--- config.mk ---
export PLATFORM = sky130hd
export DESIGN_NAME = prog_loader
export DESIGN_NICKNAME = d
export VERILOG_FILES = /design/src/rtl/prog_loader.sv
export SDC_FILE = /design/constraint.sdc
export NUM_CORES = 1
export LEC_CHECK = 0
export CORE_MARGIN = 3
export CORE_UTILIZATION = 35
export CTS_BUF_LIST = sky130_fd_sc_hd__clkbuf_4 sky130_fd_sc_hd__clkbuf_8
export DETAILED_ROUTE_END_ITERATION = 10
export PLACE_DENSITY = 0.57
export SLEW_MARGIN = 20
export SYNTH_ARGS = -nofsm -noshare
export SYNTH_HDL_FRONTEND = slang
export SYNTH_SLANG_ARGS = --single-unit
--- constraint.sdc ---
create_clock -name clk -period 1.7 [get_ports clk]
set_input_delay 0.34 -clock clk [delete_from_list [all_inputs] [get_ports clk]]
set_output_delay 0.34 -clock clk [all_outputs]
set_load 0.01 [all_outputs]
--- src/rtl/prog_loader.sv ---
// Boot-time program loader sitting in front of the CPU core.
// It takes a header word and N program words from a valid/ready stream,
// writes them to imem addresses 0..N-1, and then releases the core from reset.
// It counts the core's run cycles until done, or stops at a timeout.
//
// state  | meaning
// -------+--------------------------------------------------------------
// IDLE   | core held in reset, waiting for start
// HDR    | waiting for the header word (length - 1, bit IW-1 must be 0)
// LOAD   | streaming program words into imem
// SETTLE | one cycle for the final imem write to land before the core runs
// RUN    | core running, counting cycles until done or timeout
// DONE   | core finished; cycle_cnt frozen, start returns to IDLE
// ERR    | bad header or timeout; cycle_cnt frozen, start returns to IDLE
module prog_loader #(
    parameter int IW         = 9,
    parameter int AW         = 8,
    parameter int CW         = 16,
    parameter int MAX_CYCLES = 4096
) (
    input  logic          clk,
    input  logic          reset,
    input  logic          start,
    input  logic          s_valid,
    input  logic [IW-1:0] s_data,
    output logic          s_ready,
    output logic          im_we,
    output logic [AW-1:0] im_addr,
    output logic [IW-1:0] im_data,
    output logic          cpu_reset,
    input  logic          cpu_done,
    output logic [CW-1:0] cycle_cnt,
    output logic [2:0]    state_o
);

    typedef enum logic [2:0] {
        S_IDLE   = 3'd0,
        S_HDR    = 3'd1,
        S_LOAD   = 3'd2,
        S_SETTLE = 3'd3,
        S_RUN    = 3'd4,
        S_DONE   = 3'd5,
        S_ERR    = 3'd6
    } state_t;

    // A RUN cycle that starts with the count at this value is the last one before timeout.
    localparam logic [CW-1:0] RUN_TC = CW'(MAX_CYCLES - 1);

    state_t        state;
    state_t        state_nx;
    logic [AW-1:0] len_cnt;     // words still to come after the current one
    logic [AW-1:0] addr_cnt;
    logic          xfer;
    logic          hdr_bad;
    logic          last_word;
    logic          run_tc;

    assign xfer      = s_valid && s_ready;
    assign hdr_bad   = s_data[IW-1];
    assign last_word = (len_cnt == '0);
    assign run_tc    = (cycle_cnt == RUN_TC);

    // State register with synchronous active-low reset
    always_ff @(posedge clk) begin
        if (!reset) begin
            state <= S_IDLE;
        end else begin
            state <= state_nx;
        end
    end

    // Next-state decode; done takes priority over the timeout on the same edge
    always_comb begin
        state_nx = state;
        case (state)
            S_IDLE:   if (start) state_nx = S_HDR;
            S_HDR:    if (xfer) state_nx = hdr_bad ? S_ERR : S_LOAD;
            S_LOAD:   if (xfer && last_word) state_nx = S_SETTLE;
            S_SETTLE: state_nx = S_RUN;
            S_RUN: begin
                if (cpu_done) begin
                    state_nx = S_DONE;
                end else if (run_tc) begin
                    state_nx = S_ERR;
                end
            end
            S_DONE:   if (start) state_nx = S_IDLE;
            S_ERR:    if (start) state_nx = S_IDLE;
            default:  state_nx = S_IDLE;
        endcase
    end

    // Outputs decoded directly from the registered state
    always_comb begin
        s_ready = (state == S_HDR) || (state == S_LOAD);
        state_o = state;
    end

    // Datapath: length/address counters, registered imem port, core reset, cycle counter
    always_ff @(posedge clk) begin
        if (!reset) begin
            len_cnt   <= '0;
            addr_cnt  <= '0;
            im_we     <= 1'b0;
            im_addr   <= '0;
            im_data   <= '0;
            cpu_reset <= 1'b1;
            cycle_cnt <= '0;
        end else begin
            im_we     <= 1'b0;
            // Looking at next state lets the core leave reset on the first RUN cycle.
            cpu_reset <= (state_nx != S_RUN);

            if (state == S_IDLE && start) begin
                cycle_cnt <= '0;
            end

            if (state == S_HDR && xfer && !hdr_bad) begin
                len_cnt  <= s_data[AW-1:0];
                addr_cnt <= '0;
            end

            if (state == S_LOAD && xfer) begin
                im_we    <= 1'b1;
                im_addr  <= addr_cnt;
                im_data  <= s_data;
                addr_cnt <= addr_cnt + AW'(1);
                if (!last_word) begin
                    len_cnt <= len_cnt - AW'(1);
                end
            end

            if (state == S_RUN && !cpu_done) begin
                cycle_cnt <= cycle_cnt + CW'(1);
            end
        end
    end

endmodule

# After elaboration in Yosys (flattened, before gate mapping)
# Cells that the tools add are included.
dict set report word_totals {
  register_bits 54
  input_bits 14
  output_inout_bits 39
}
dict set report op_classes {
  addsub 3
  n_eq_ne 8
  mux 16
  reduce_logical 15
}
# operator count
set op_table {}
lappend op_table {{$mux 8} 5}
lappend op_table {{$mux 16} 2}
lappend op_table {{$mux 3} 7}
lappend op_table {{$pmux 3 s6} 1}
lappend op_table {{$add 16x1->16 const B} 1}
lappend op_table {{$eq 16x12->1 const B} 1}
lappend op_table {{$eq 3x3->1 const B} 3}
lappend op_table {{$add 8x1->8 const B} 1}
lappend op_table {{$logic_not 8->1} 1}
lappend op_table {{$sub 8x1->8 const B} 1}
lappend op_table {{$logic_and 1x1->1} 7}
lappend op_table {{$eq 3x2->1 const B} 2}
lappend op_table {{$reduce_bool 2->1} 2}
lappend op_table {{$eq 3x1->1 const B} 1}
lappend op_table {{$logic_not 3->1} 1}
lappend op_table {{$ne 3x3->1 const B} 1}
lappend op_table {{$logic_not 1->1} 2}
lappend op_table {{$reduce_or 2->1} 1}
lappend op_table {{$logic_or 1x1->1} 1}
lappend op_table {{$mux 1} 1}

# Depth between registers and ports, before layout
dict set report logic_depth {
  depth_word 8
  mapped_depth 7
}

# Worst setup path before layout
# OpenSTA, ideal clock, no wires.
dict set report synth_path {
  path_kind {register to register}
  start {reg state[1], in the netlist state_o[1]}
  end {reg cycle_cnt[12]}
  t_arrival_ns 1.863
  path_slack_ns -0.228
  stages_incl_launch_ff 7
  n_path_buf 2
  synth_period_minus_slack_ns 1.928
  path_cell_list {dfxtp_1 -> buf_6 -> or4b_4 -> buf_6 -> nor4_2 -> mux2_2 -> nor2_1}
}
dict set report synth_between {
  elab_chain_len 3
  word_cells_on_any_way 6
  cone_classes {1 x eq/ne; 1 x mux; 4 x reduce/logical}
}
# element line
set synth_lines {}
lappend synth_lines {{from (decl)} 49} ;# state_t state;
lappend synth_lines {{from (signal assigned)} 68} ;# state <= state_nx;
lappend synth_lines {{$eq 3x3->1 or $logic_not 3->1 (tied branches)} {133, 114}}
lappend synth_lines {{$logic_and 1x1->1 (on tied branches)} {133, 114}}
lappend synth_lines {{$mux 16 or $reduce_bool 2->1 (tied branches)} --}
lappend synth_lines {{to (signal assigned)} 134} ;# cycle_cnt <= cycle_cnt + CW'(1);
lappend synth_lines {{to (decl)} 32} ;# output logic [CW-1:0] cycle_cnt,
# Parallel ways exist; a longest one is shown, timed or not.
# A chain may end at the register's enable or synchronous reset.

# Final worst setup path
dict set report layout_path {
  start {reg state[0], in the netlist state_o[0]}
  end {reg cycle_cnt[13]}
}
# The elaborated chain is that of the path after synthesis.

==> flow_summary.json <==
{
  "cts_made_buffers": 5,
  "drive_above_1_share": 0.2705,
  "std_cell_rows": 30,
  "critPathBufInv": 1,
  "diodes": 0,
  "max_stage_delay_ns": 0.56,
  "crit_family": "simple AND/OR/NAND/NOR gates",
  "groute.usage.overall": 0.1685,
  "start_kind": "flip-flop",
  "grt_remaining_overflow": 0,
  "syn-cell-area_sq_um": 2586,
  "core_area_sq_um": 6982,
  "synth_cell_types": 59,
  "path_cells": "or4b_4, nor4_4, buf_4, nand3_2, mux2i_1",
  "root_buffer": "clkbuf_8",
  "final_max_slew_viol_count": 0,
  "hold_class": "reg2reg",
  "status": "finished, violations left",
  "insertion_delay_ns": 0.30,
  "vias_per_cell": 5.257,
  "total_power_w": 0.002466,
  "cp-end-kind": "flip-flop",
  "relSlewSlack": 0.7681,
  "gp_congestion": 0.8092,
  "synth.net_count": 326,
  "setup_violations": 4,
  "cp_data_required_time_ns": 1.90,
  "synth_cells": 308,
  "wirelength_um": 7166,
  "synth-async-reset-ratio": 0,
  "wl_per_cell_um": 14.36,
  "fin_crit_ns": 1.705,
  "period_share": 1.003,
  "ys_warn_count": 0,
  "io_pins": 53,
  "area_growth_syn_to_layout_pct": 49.49,
  "cap_violations": 0,
  "synth-seq-cells": 54,
  "skew_ns": 0.006860,
  "drc": 0,
  "die_w_um": 91.96,
  "cts_tree": "yes",
  "register_area_sq_um": 1096,
  "yosysSeqAreaShare": 0.4180,
  "clk_pin_slew_ns": 0.09,
  "fmaxAchievable_mhz": 586.7,
  "cp_max_fo": 4,
  "multi_input_area_sq_um": 1543,
  "avgSynthCellArea_sq_um": 8.397,
  "numPortBuffers": 52,
  "h-tree-depth": 2,
  "drtIter0Drc": 140,
  "synthFlopType": "dfxtp_1",
  "final_net_count": 420,
  "place_ws_ns": -0.5130,
  "grt_max_degree": 20,
  "grt_pass1_wl_um": 11770,
  "cts_buffer_depth": 2,
  "hold_viol": 0,
  "worstSetupPathType": "reg2reg",
  "vias": 2623,
  "grt_pass1_vias": 2398,
  "initial_core_util": 0.3704,
  "synth-edff-count": 0,
  "cp.arrival_ns": 1.90,
  "cellLeakagePower_nw": 1.543,
  "die-area_sq_um": 8457,
  "drtPass1Iterations": 4,
  "ir_drop_mv": 0.3840,
  "postCtsHoldBufs": 0,
  "crit_path_top_delay_cell": "or4b_4",
  "ant_nets": 0,
  "p_per_area_nw_per_um2": 637.9,
  "finalWorstSetupSlack_ns": -0.004576,
  "tightest_slew_ns": 0.3447,
  "antenna_found_initial": 0,
  "rsz0062_at_grt": "yes",
  "cts_sinks": 54,
  "violations": "negative setup slack",
  "nFillCells": 664,
  "dp_hpwl_um": 5151,
  "die_y_um": 91.96
}
worst min-delay path, stage by stage (launching register included):
cell and delay (ns):
dfxtp_1 0.32, nand2_1 0.05, a21oi_1 0.05
flip-flops by register name (all words and copies together), names as in the netlist:
register and count:
im_data 9, state_o 3, cycle_cnt 16, len_cnt 8, im_addr 8, im_we 1, cpu_reset 1, addr_cnt 8
kinds of logic (layout without fill, tap and decap cells):
group / after synthesis / after routing / share of synthesized area
buffers and inverters: 26 / 121 / 0.04499
adder cells (fa/ha/maj): 4 / 4 / 0.01935
flip-flops: 54 / 54 / 0.4180
AND/OR/NAND/NOR: 135 / 135 / 0.2879
AO/OA/AOI/OAI: 80 / 80 / 0.1921
multiplexers: 9 / 9 / 0.03773
final cells by class:
type,count,area share
clock buffer,6,0.02136
clock inverter,2,0.003236
inverter,8,0.007767
multi-input combinational,228,0.3990
sequential,54,0.2835
tap,96,0.03107
timing repair buffer,105,0.2540
final timing paths:
kind / startpoint / endpoint / slack (ns) / cells after the start
worst min register to register: im_data[0] / im_data[0] / 0.46 / 2
worst max-delay path: state_o[0] / cycle_cnt[13] / -0.005 / 5
worst min-delay path: im_data[0] / im_data[0] / 0.46 / 2
worst max register to register: state_o[0] / cycle_cnt[13] / -0.005 / 5
layout by cell type (no fill, tap or decap), drive strengths merged, types with 3 or more instances in the layout:
cell	instances
nor3	3
mux2i	3
and2	3
clkdlybuf4s50	40
nand4	8
nand2	46
or4	5
o21ai	11
nor2	17
or2	3
nor3b	3
clkbuf	6
mux2	6
inv	7
nand2b	6
dlymetal6s2s	9
nor4	6
ha	4
dfxtp	54
a21oi	41
and3	6
nand3	15
buf	53
o311ai	3
through the flow:
stage,TNS (ns),utilization,hold slack (ns),instance area [sq um],instances
finish,-0.01351,0.5538,0.4588,3866,499
global placement,-11.49,0.5143,0.4425,3591,490
global route,-0.5342,0.5538,0.4756,3866,499
detailed placement,-12.81,0.5143,0.4469,3591,490
CTS,-0.06380,0.5339,0.4608,3727,499
floorplan,-0.3813,-,0.4419,2641,308
repair_timing:
item / CTS / global route
pin swaps: 2 / 7
setup endpoints to repair: 22 / 41
resized for setup: 18 / 40
cloned: 0 / 0
setup buffers: 1 / 0
routing by layer:
layer	track usage	part of all wire	vias to the layer above	wire length, um
li1	-	-	1317	-
met1	0.2530	0.51	1245	3684
met2	0.2518	0.45	59	3194
met3	0.02789	0.035	2	252
met4	0.03713	0.0049	0	35
met5	0	0	-	0
synthesized netlist by cell type (2+ instances only):
master / count / area (sq um)
a21oi_1: 41 / 205.2
a311oi_1: 2 / 17.52
a31oi_1: 2 / 12.51
and2_1: 2 / 12.51
and3_1: 6 / 37.54
and4_1: 2 / 17.52
buf_1: 2 / 7.510
buf_2: 3 / 15.01
buf_6: 2 / 22.52
clkbuf_1: 11 / 41.29
dfxtp_1: 54 / 1081
ha_1: 4 / 50.05
inv_1: 7 / 26.28
mux2_2: 6 / 67.56
mux2i_1: 3 / 30.03
nand2_1: 46 / 172.7
nand2b_1: 6 / 37.54
nand3_1: 15 / 75.07
nand4_1: 8 / 50.05
nand4bb_1: 2 / 22.52
nor2_1: 17 / 63.81
nor3_1: 3 / 15.01
nor3b_1: 3 / 22.52
nor4_1: 4 / 25.02
nor4_2: 2 / 25.02
o21a_1: 2 / 15.01
o21ai_0: 11 / 55.05
o311ai_0: 3 / 26.28
o31a_1: 2 / 17.52
or2_2: 3 / 18.77
or3_1: 2 / 12.51
or4_1: 5 / 37.54
report_power, final:
| group | total [W] | switching, W | internal [W] |
|---|---|---|---|
| Combinational | 0.000415 | 0.000203 | 0.000212 |
| Clock | 0.000748 | 0.000420 | 0.000329 |
| Sequential | 0.00130 | 0.0000189 | 0.00128 |
| Total | 0.00247 | 0.000641 | 0.00182 |
(Power assumes the default switching activity.)
